File: config.mk
export PLATFORM = sky130hd
export DESIGN_NAME = mac_unit_pipe
export DESIGN_NICKNAME = d
export VERILOG_FILES = /design/src/rtl/mac_unit_pipe.sv
export SDC_FILE = /design/constraint.sdc
export NUM_CORES = 1
export LEC_CHECK = 0
export CELL_PAD_IN_SITES_DETAIL_PLACEMENT = 0
export CELL_PAD_IN_SITES_GLOBAL_PLACEMENT = 1
export CORE_UTILIZATION = 40
export DETAILED_ROUTE_END_ITERATION = 7
export PLACE_DENSITY_LB_ADDON = 0.1
export SYNTH_ARGS = -nofsm -noshare
export SYNTH_HDL_FRONTEND = slang
export SYNTH_SLANG_ARGS = --single-unit
File: constraint.sdc
create_clock -name clk -period 15.3 [get_ports clk]
set_input_delay 3.06 -clock clk [delete_from_list [all_inputs] [get_ports clk]]
set_output_delay 3.06 -clock clk [all_outputs]
set_load 0.1 [all_outputs]
File: src/rtl/mac_unit_pipe.sv
// mac_unit_pipe: pipelined signed/unsigned multiply-accumulate cell with double-buffered weight,
// stall, saturation and a sticky overflow flag.
module mac_unit_pipe #(
    parameter int DATA_WIDTH        = 8,
    parameter int WEIGHT_WIDTH      = 8,
    parameter int LAST_SUM_WIDTH    = 16,
    parameter int PARTIAL_SUM_WIDTH = 24,
    parameter int SATURATE          = 1
) (
    input  logic                         clk,
    input  logic                         rst,
    input  logic                         enable,
    input  logic                         preload_weight,
    input  logic                         load_weight,
    input  logic [WEIGHT_WIDTH-1:0]      weight_in,
    output logic [WEIGHT_WIDTH-1:0]      weight_out,
    input  logic [DATA_WIDTH-1:0]        data_in,
    input  logic                         data_valid_in,
    input  logic                         signed_mode,
    output logic [DATA_WIDTH-1:0]        data_out,
    input  logic [LAST_SUM_WIDTH-1:0]    last_sum,
    output logic [PARTIAL_SUM_WIDTH-1:0] partial_sum,
    output logic                         valid_out,
    output logic                         overflow,
    input  logic                         clear_ovf
);
    localparam int PW = PARTIAL_SUM_WIDTH;
    localparam int PD = DATA_WIDTH + WEIGHT_WIDTH;

    logic [WEIGHT_WIDTH-1:0] shadow, active;
    logic [DATA_WIDTH-1:0]   data_r;
    logic                    v1, s1, v2, s2;
    logic [PD-1:0]           dx, wx, prod, prod_r;
    logic [PW:0]             px, lx, sum;
    logic [PW-1:0]           lim, res;
    logic                    ovf;

    // Operands extended to the full product width so one multiplier serves both modes
    always_comb begin
        dx   = {{WEIGHT_WIDTH{s1 & data_r[DATA_WIDTH-1]}}, data_r};
        wx   = {{DATA_WIDTH{s1 & active[WEIGHT_WIDTH-1]}}, active};
        prod = dx * wx;
        px   = {{(PW+1-PD){s2 & prod_r[PD-1]}}, prod_r};
        lx   = {{(PW+1-LAST_SUM_WIDTH){s2 & last_sum[LAST_SUM_WIDTH-1]}}, last_sum};
        sum  = px + lx;
        ovf  = s2 ? sum[PW] ^ sum[PW-1] : sum[PW];
        lim  = !s2 ? {PW{1'b1}} : sum[PW] ? {1'b1, {(PW-1){1'b0}}} : {1'b0, {(PW-1){1'b1}}};
        res  = (SATURATE != 0 && ovf) ? lim : sum[PW-1:0];
    end

    // Both updates read the pre-edge shadow, so load+preload moves the old shadow to active
    always_ff @(posedge clk or negedge rst) begin
        if (!rst) begin
            shadow <= '0;
            active <= '0;
        end else begin
            if (load_weight) active <= shadow;
            if (preload_weight) shadow <= weight_in;
        end
    end

    always_ff @(posedge clk or negedge rst) begin
        if (!rst) begin
            data_r      <= '0;
            v1          <= 1'b0;
            s1          <= 1'b0;
            prod_r      <= '0;
            v2          <= 1'b0;
            s2          <= 1'b0;
            partial_sum <= '0;
            valid_out   <= 1'b0;
        end else if (enable) begin
            data_r      <= data_in;
            v1          <= data_valid_in;
            s1          <= signed_mode;
            prod_r      <= prod;
            v2          <= v1;
            s2          <= s1;
            partial_sum <= res;
            valid_out   <= v2;
        end
    end

    always_ff @(posedge clk or negedge rst) begin
        if (!rst) overflow <= 1'b0;
        else if (enable && v2 && ovf) overflow <= 1'b1;
        else if (clear_ovf) overflow <= 1'b0;
    end

    assign weight_out = shadow;
    assign data_out   = data_r;
endmodule

==> flow_metrics.tcl, run 1 <==
set metrics [dict create \
    root_buffer "clkbuf_16" \
    cap_viol_max_count 0 \
    vias 4235 \
    netlist_instances 607 \
    path_class "register to register" \
    layout_common_cells "inv_1 (84), clkdlybuf4s50_1 (79), fa_1 (64), dfrtp_1 (64), nand2_1 (52)" \
    synth_seq_area_share_pct 26.86 \
    drc 0 \
    arrival_ns 5.85 \
    overflow 0 \
    ys_types 46 \
    area_growth_pct 20.25 \
    synth_ff_type "dfrtp_1" \
    fin_crit_sh_pct 36.54 \
    grt_max_degree 65 \
    die-area_um2 15400 \
    clockBufferDepth 2 \
    cp-end-kind "register" \
    die_y_um 124.1 \
    antenna_found_initial 0 \
    port_buffers 81 \
    grt_pass1_vias 4446 \
    antenna_cells 0 \
    timing.final.crit_period_ns 5.590 \
    finalSetupViolations 0 \
    status "finished, final reports clean" \
    hp-class "register to register" \
    synth_edf_count 0 \
    final_max_slew_viol_count 0 \
    endpoint "prod_r[15]" \
    ios 82 \
    tritoncts "built" \
    r2r_slack_ns 9.71 \
    cp_max_fo 11 \
    ys_ff_latch 64 \
    grt_use_total_pct 17.86 \
    postSynthAreaPerCell_um2 9.824 \
    cts_buffers 9 \
    synth.cell_area_um2 5963 \
    initial_core_util_pct 41.03 \
    firstDrtPassIters 4 \
    coreArea_um2 14530 \
    grt_pass1_wl_mm 20.98 \
    first_iter_violations 159 \
    startpoint "active[7]" \
    cts_resized 0 \
    worstMarginPinSlew_ns 0.9720 \
    numClockSinks 64 \
    rr_startpoint "active[7]" \
    worstRegToRegCells 17 \
    final_common_cell "inv_1" \
    min_delay_path_depth 1 \
    fp-row-count 44 \
    finalHoldViolations 0 \
    cts_hold_buf 0 \
    nets 825 \
    cts_post_setup_buffers_inserted 0 \
    max_freq_mhz 178.9 \
    drt_wl_total_mm 12.20 \
    dp_hpwl_mm 9.382 \
    finalWeightedCongestion 0.8419 \
    die_w_um 124.1 \
    drtAntennaViolNets 0 \
    clkTransAtPathRegs_ns 0.06 \
    layout-drive-gt1-share_pct 9.644 \
    wl_per_cell_um 14.21 \
    worstSkewPairLatency_ns 0.34 \
    slew_headroom_pct 35.00 \
    yosys_warnings 0 \
    async_flop_share_pct 100.0 \
    h-tree-depth 3 \
    finalSetupTns_ns 0 \
    crit_required_ns 15.56 \
    skew_ns 0.007079 \
    rsz0062_at_grt "no" \
    reg2reg_to "prod_r[15]" \
    start_kind "register" \
    synth_nets 761 \
    via_per_inst 4.936 \
]
## routing by layer
| metal | part of all wire (%) | global-route usage [%] | routed length [µm] |
|---|---|---|---|
| met5 | 0 | 0 | 0 |
| met3 | 3.7 | 3.755 | 447 |
| met2 | 48 | 30.39 | 5868 |
| met4 | 1.3 | 5.580 | 164 |
| met1 | 47 | 22.61 | 5714 |
## per-stage QoR
step                      cells  area, µm²  hold WS, ns  utilization (%)  setup slack, ns
after global placement      844       6875       0.4810            47.31            9.677
after CTS                   858       7171       0.4990            49.34            9.699
after global routing        858       7171       0.5206            49.34            9.433
after floorplan             607       5963       0.4557                -            9.685
after detailed placement    844       6875       0.4863            47.31            9.615
final                       858       7171       0.4929            49.34            9.710
## flip-flops by register name, summed over array words and instances, names as in the netlist
register / flops
active: 8
valid_out: 1
partial_sum: 18
data_out: 8
s2: 1
overflow: 1
s1: 1
weight_out: 8
prod_r: 16
v1: 1
v2: 1
## synth_stat cells (2+ instances only)
cell type  count  area (µm²)
o21ai_0       16       80.08
o2111ai_2      2       30.03
nand2b_1       3       18.77
nand3b_1       3       22.52
clkbuf_1      21       78.83
nand3_1        9       45.04
inv_1         84       315.3
dfrtp_1       64        1602
o21a_1         5       37.54
buf_4          6       45.04
nor3_1         5       25.02
xor2_1         6       52.55
a21o_1         7       52.55
ha_1          50       625.6
nand2_1       52       195.2
o21bai_1       3       22.52
xnor2_1       19       166.4
a21oi_1       24       120.1
nor2_1        41       153.9
mux2_2        38       427.9
buf_1          2       7.510
fa_1          64        1281
or3_1          2       12.51
a31oi_1        9       56.30
or2_2          3       18.77
and2_1        31       193.9
o211ai_1       4       30.03
a211oi_1       6       45.04
nor2b_1        4       25.02
and3_1         5       31.28
buf_2          2       10.01
o31ai_1        3       22.52
## cell families after synthesis
family | share of synthesized area, %
xor gates and xnor gates | 3.672
adders and majority gates | 31.98
buffers and inverters | 7.721
and+or+nand+nor | 13.26
AOI/OAI and AO/OA | 9.337
DFF | 26.86
muxes | 7.176
## area by class of cell
class	instances	area, µm²
flip-flops and latches	64	1602
clock buffers	11	252.7
multi-input cells	427	3901
inverters	85	319.1
repair buffers	84	823.3
well taps	184	230.2
clock inverters	3	42.54
fillers	1378	7363
## how the worst min path moves through the flow
stage                   startpoint        endpoint  slack (ns)
floorplan                prod_r[9]       prod_r[9]        0.46
global placement                v1              v2        0.48
detailed placement  partial_sum[1]  partial_sum[1]        0.49
CTS                 partial_sum[1]  partial_sum[1]        0.50
global route                    v1              v1        0.52
finish              partial_sum[1]  partial_sum[1]        0.49
## worst max-delay path, cell delays in order, from the launching register on
cell	delay, ns
dfrtp_1	0.54
nand2_1	0.28
or2_2	0.36
fa_1	0.50
fa_1	0.54
inv_1	0.05
fa_1	0.50
fa_1	0.54
inv_1	0.05
fa_1	0.52
inv_1	0.04
ha_1	0.34
o21ai_1	0.12
a21oi_1	0.12
o211ai_1	0.23
a21oi_1	0.12
or4_1	0.48
a31oi_1	0.17
Power of run 1 is not shown: default switching activity piles up to over one toggle a cycle in this logic, so the estimate is an artifact.
==> run 2: changes to the inputs <==
clock period = 4.7 ns   (was 15.3 ns; I/O delays follow)
==> run 2 against run 1 <==
The run now ends with setup timing left. Cell area rose by 6.2%. Die area unchanged. Via count is 2.6% higher. Global-route usage grew 1.2 points. Final cell count grew 4.5%. Largest cell class unchanged. Clock-buffer cell count up 1. Wire length rose by 6.1%. Setup slack got worse by 9.7 ns.
==> flow_metrics.tcl, run 2 (synthesized netlist as in run 1, its figures left out) <==
set metrics [dict create \
    status "finished, violations left" \
    violations "setup timing" \
    crit_required_ns 4.96 \
    timing.final.crit_period_ns 4.737 \
    stdcell_area_um2 7612 \
    start_kind "register" \
    die_y_um 124.1 \
    cp-end-kind "register" \
    first_iter_violations 224 \
    slew_headroom_pct 34.14 \
    finalWorstSetupSlack_ns -0.03716 \
    startpoint "active[2]" \
    path_class "register to register" \
    firstDrtPassIters 4 \
    finalSetupViolations 1 \
    r2r_slack_ns -0.04 \
    cts_hold_buf 0 \
    h-tree-depth 3 \
    worstSkewPairLatency_ns 0.34 \
    arrival_ns 5.00 \
    cp_max_fo 8 \
    root_buffer "clkbuf_16" \
    dpl-instance-area_um2 7163 \
    coreArea_um2 14530 \
    reg_top3 "partial_sum: 18 flops, prod_r: 16 flops" \
    wl_met2_mm 6.274 \
    hp-class "register to register" \
    largest_register_ffs 18 \
    tritoncts "built" \
    utilization_pct 52.38 \
    topRoutingLayerUsed "met4" \
    wl_met3_um 557 \
    worstRegToRegCells 17 \
    worstMarginPinSlew_ns 0.9848 \
    finalHoldViolations 0 \
    fp-row-count 44 \
    clockBufferDepth 2 \
    layout-drive-gt1-share_pct 18.93 \
    drc 0 \
    crit_family "adder cells" \
    area_growth_pct 27.65 \
    layout_common_cells "inv_1 (80), clkdlybuf4s50_1 (79), fa_1 (62)" \
    dp_hpwl_mm 10.13 \
    final_common_cell "inv_1" \
    clkTransAtPathRegs_ns 0.06 \
    grt_use_total_pct 19.08 \
    finalWeightedCongestion 0.8359 \
    endpoint "prod_r[15]" \
    finalSetupTns_ns -0.03716 \
    cts_buffers 9 \
    drt_wl_total_mm 12.93 \
    antenna_found_initial 0 \
    die-area_um2 15400 \
    drtAntennaViolNets 0 \
    met1_length_mm 5.855 \
    nets 862 \
    rsz0062_at_grt "yes" \
    via_per_inst 4.842 \
    antenna_cells 0 \
    port_buffers 81 \
    grt_pass1_vias 4676 \
    max_flop_register "partial_sum" \
    cp_num_buf_inv 3 \
    ios 82 \
    final_max_slew_viol_count 0 \
    rr_startpoint "active[2]" \
    crit_top_cell "fa_1" \
    die_w_um 124.1 \
    wl_per_cell_um 14.42 \
    slowest_stage "fa_1" \
    vias 4343 \
    fin_crit_sh_pct 100.8 \
    initial_core_util_pct 41.03 \
    grt_max_degree 56 \
    cpPeakStageDelay_ns 0.54 \
    grt_pass1_wl_mm 22.22 \
    worstPathCellList "nand2_1 -> fa_1 -> inv_1 -> fa_1 -> inv_1 -> fa_1 -> inv_1 -> fa_1 -> ha_1 -> ha_1 -> nor2b_2 -> o21ai_2 -> a21oi_2 -> o211ai_1 -> a21oi_1 -> or4_1 -> a31oi_1" \
    cap_viol_max_count 0 \
    reg2reg_to "prod_r[15]" \
    numClockSinks 64 \
    skew_ns 0.009350 \
    max_freq_mhz 211.1 \
    overflow 0 \
    cp.depth 17 \
]
-- run 2: cell count changes in the layout (fill, tap and decap cells not counted), sizes merged --
cell	delta
buf	+37
clkbuf	+1
clkinvlp	+1
-- run 2: final cells by class --
| type | count | area [µm²] |
|---|---|---|
| Sequential cell | 64 | 1634 |
| Inverter | 85 | 319.1 |
| Tap cell | 184 | 230.2 |
| Clock inverter | 4 | 53.80 |
| Multi-Input combinational cell | 427 | 4018 |
| Clock buffer | 12 | 256.5 |
| Timing Repair Buffer | 121 | 1101 |
| Fill cell | 1349 | 6922 |
-- run 2: worst min path at each step --
stage	slack (ns)	depth (start not counted)	endpoint	startpoint
after detailed placement	0.48	2	prod_r[6]	prod_r[6]
after CTS	0.50	2	prod_r[6]	prod_r[6]
after floorplan	0.46	2	prod_r[9]	prod_r[9]
final	0.50	2	prod_r[6]	prod_r[6]
after global routing	0.51	1	partial_sum[1]	partial_sum[1]
after global placement	0.48	1	partial_sum[1]	partial_sum[1]
-- run 2: tightest hold or removal path, cell delays in order, from the launching register on --
cell and delay, ns:
dfrtp_1 0.35, nand2_1 0.05, o21ai_0 0.06
-- run 2: metrics by stage --
stage | hold WS [ns] | setup WS [ns] | std cells
6_report | 0.4955 | -0.03716 | 897
5_1_grt | 0.5146 | -0.2547 | 897
4_1_cts | 0.4990 | -0.04480 | 890
3_5_place_dp | 0.4847 | -0.06792 | 874
3_3_place_gp | 0.4787 | 0.01936 | 874
2_1_floorplan | 0.4557 | -0.1368 | 607
-- run 2: metal layers --
| layer | GRT usage, % | vias up |
|---|---|---|
| li1 | - | 2187 |
| met1 | 23.30 | 2056 |
| met2 | 33.39 | 84 |
| met3 | 3.938 | 16 |
| met4 | 6.250 | 0 |
| met5 | 0 | - |
-- run 2: what timing repair did --
action                                  CTS  global route
endpoints found under the setup margin    3             5
endpoints found under the hold margin     0             0
pin swaps                                 1            15
buffers inserted                          0             7
gates resized for setup                   2            19
cloned                                    0             0
Power of run 2 is left out for the same reason.
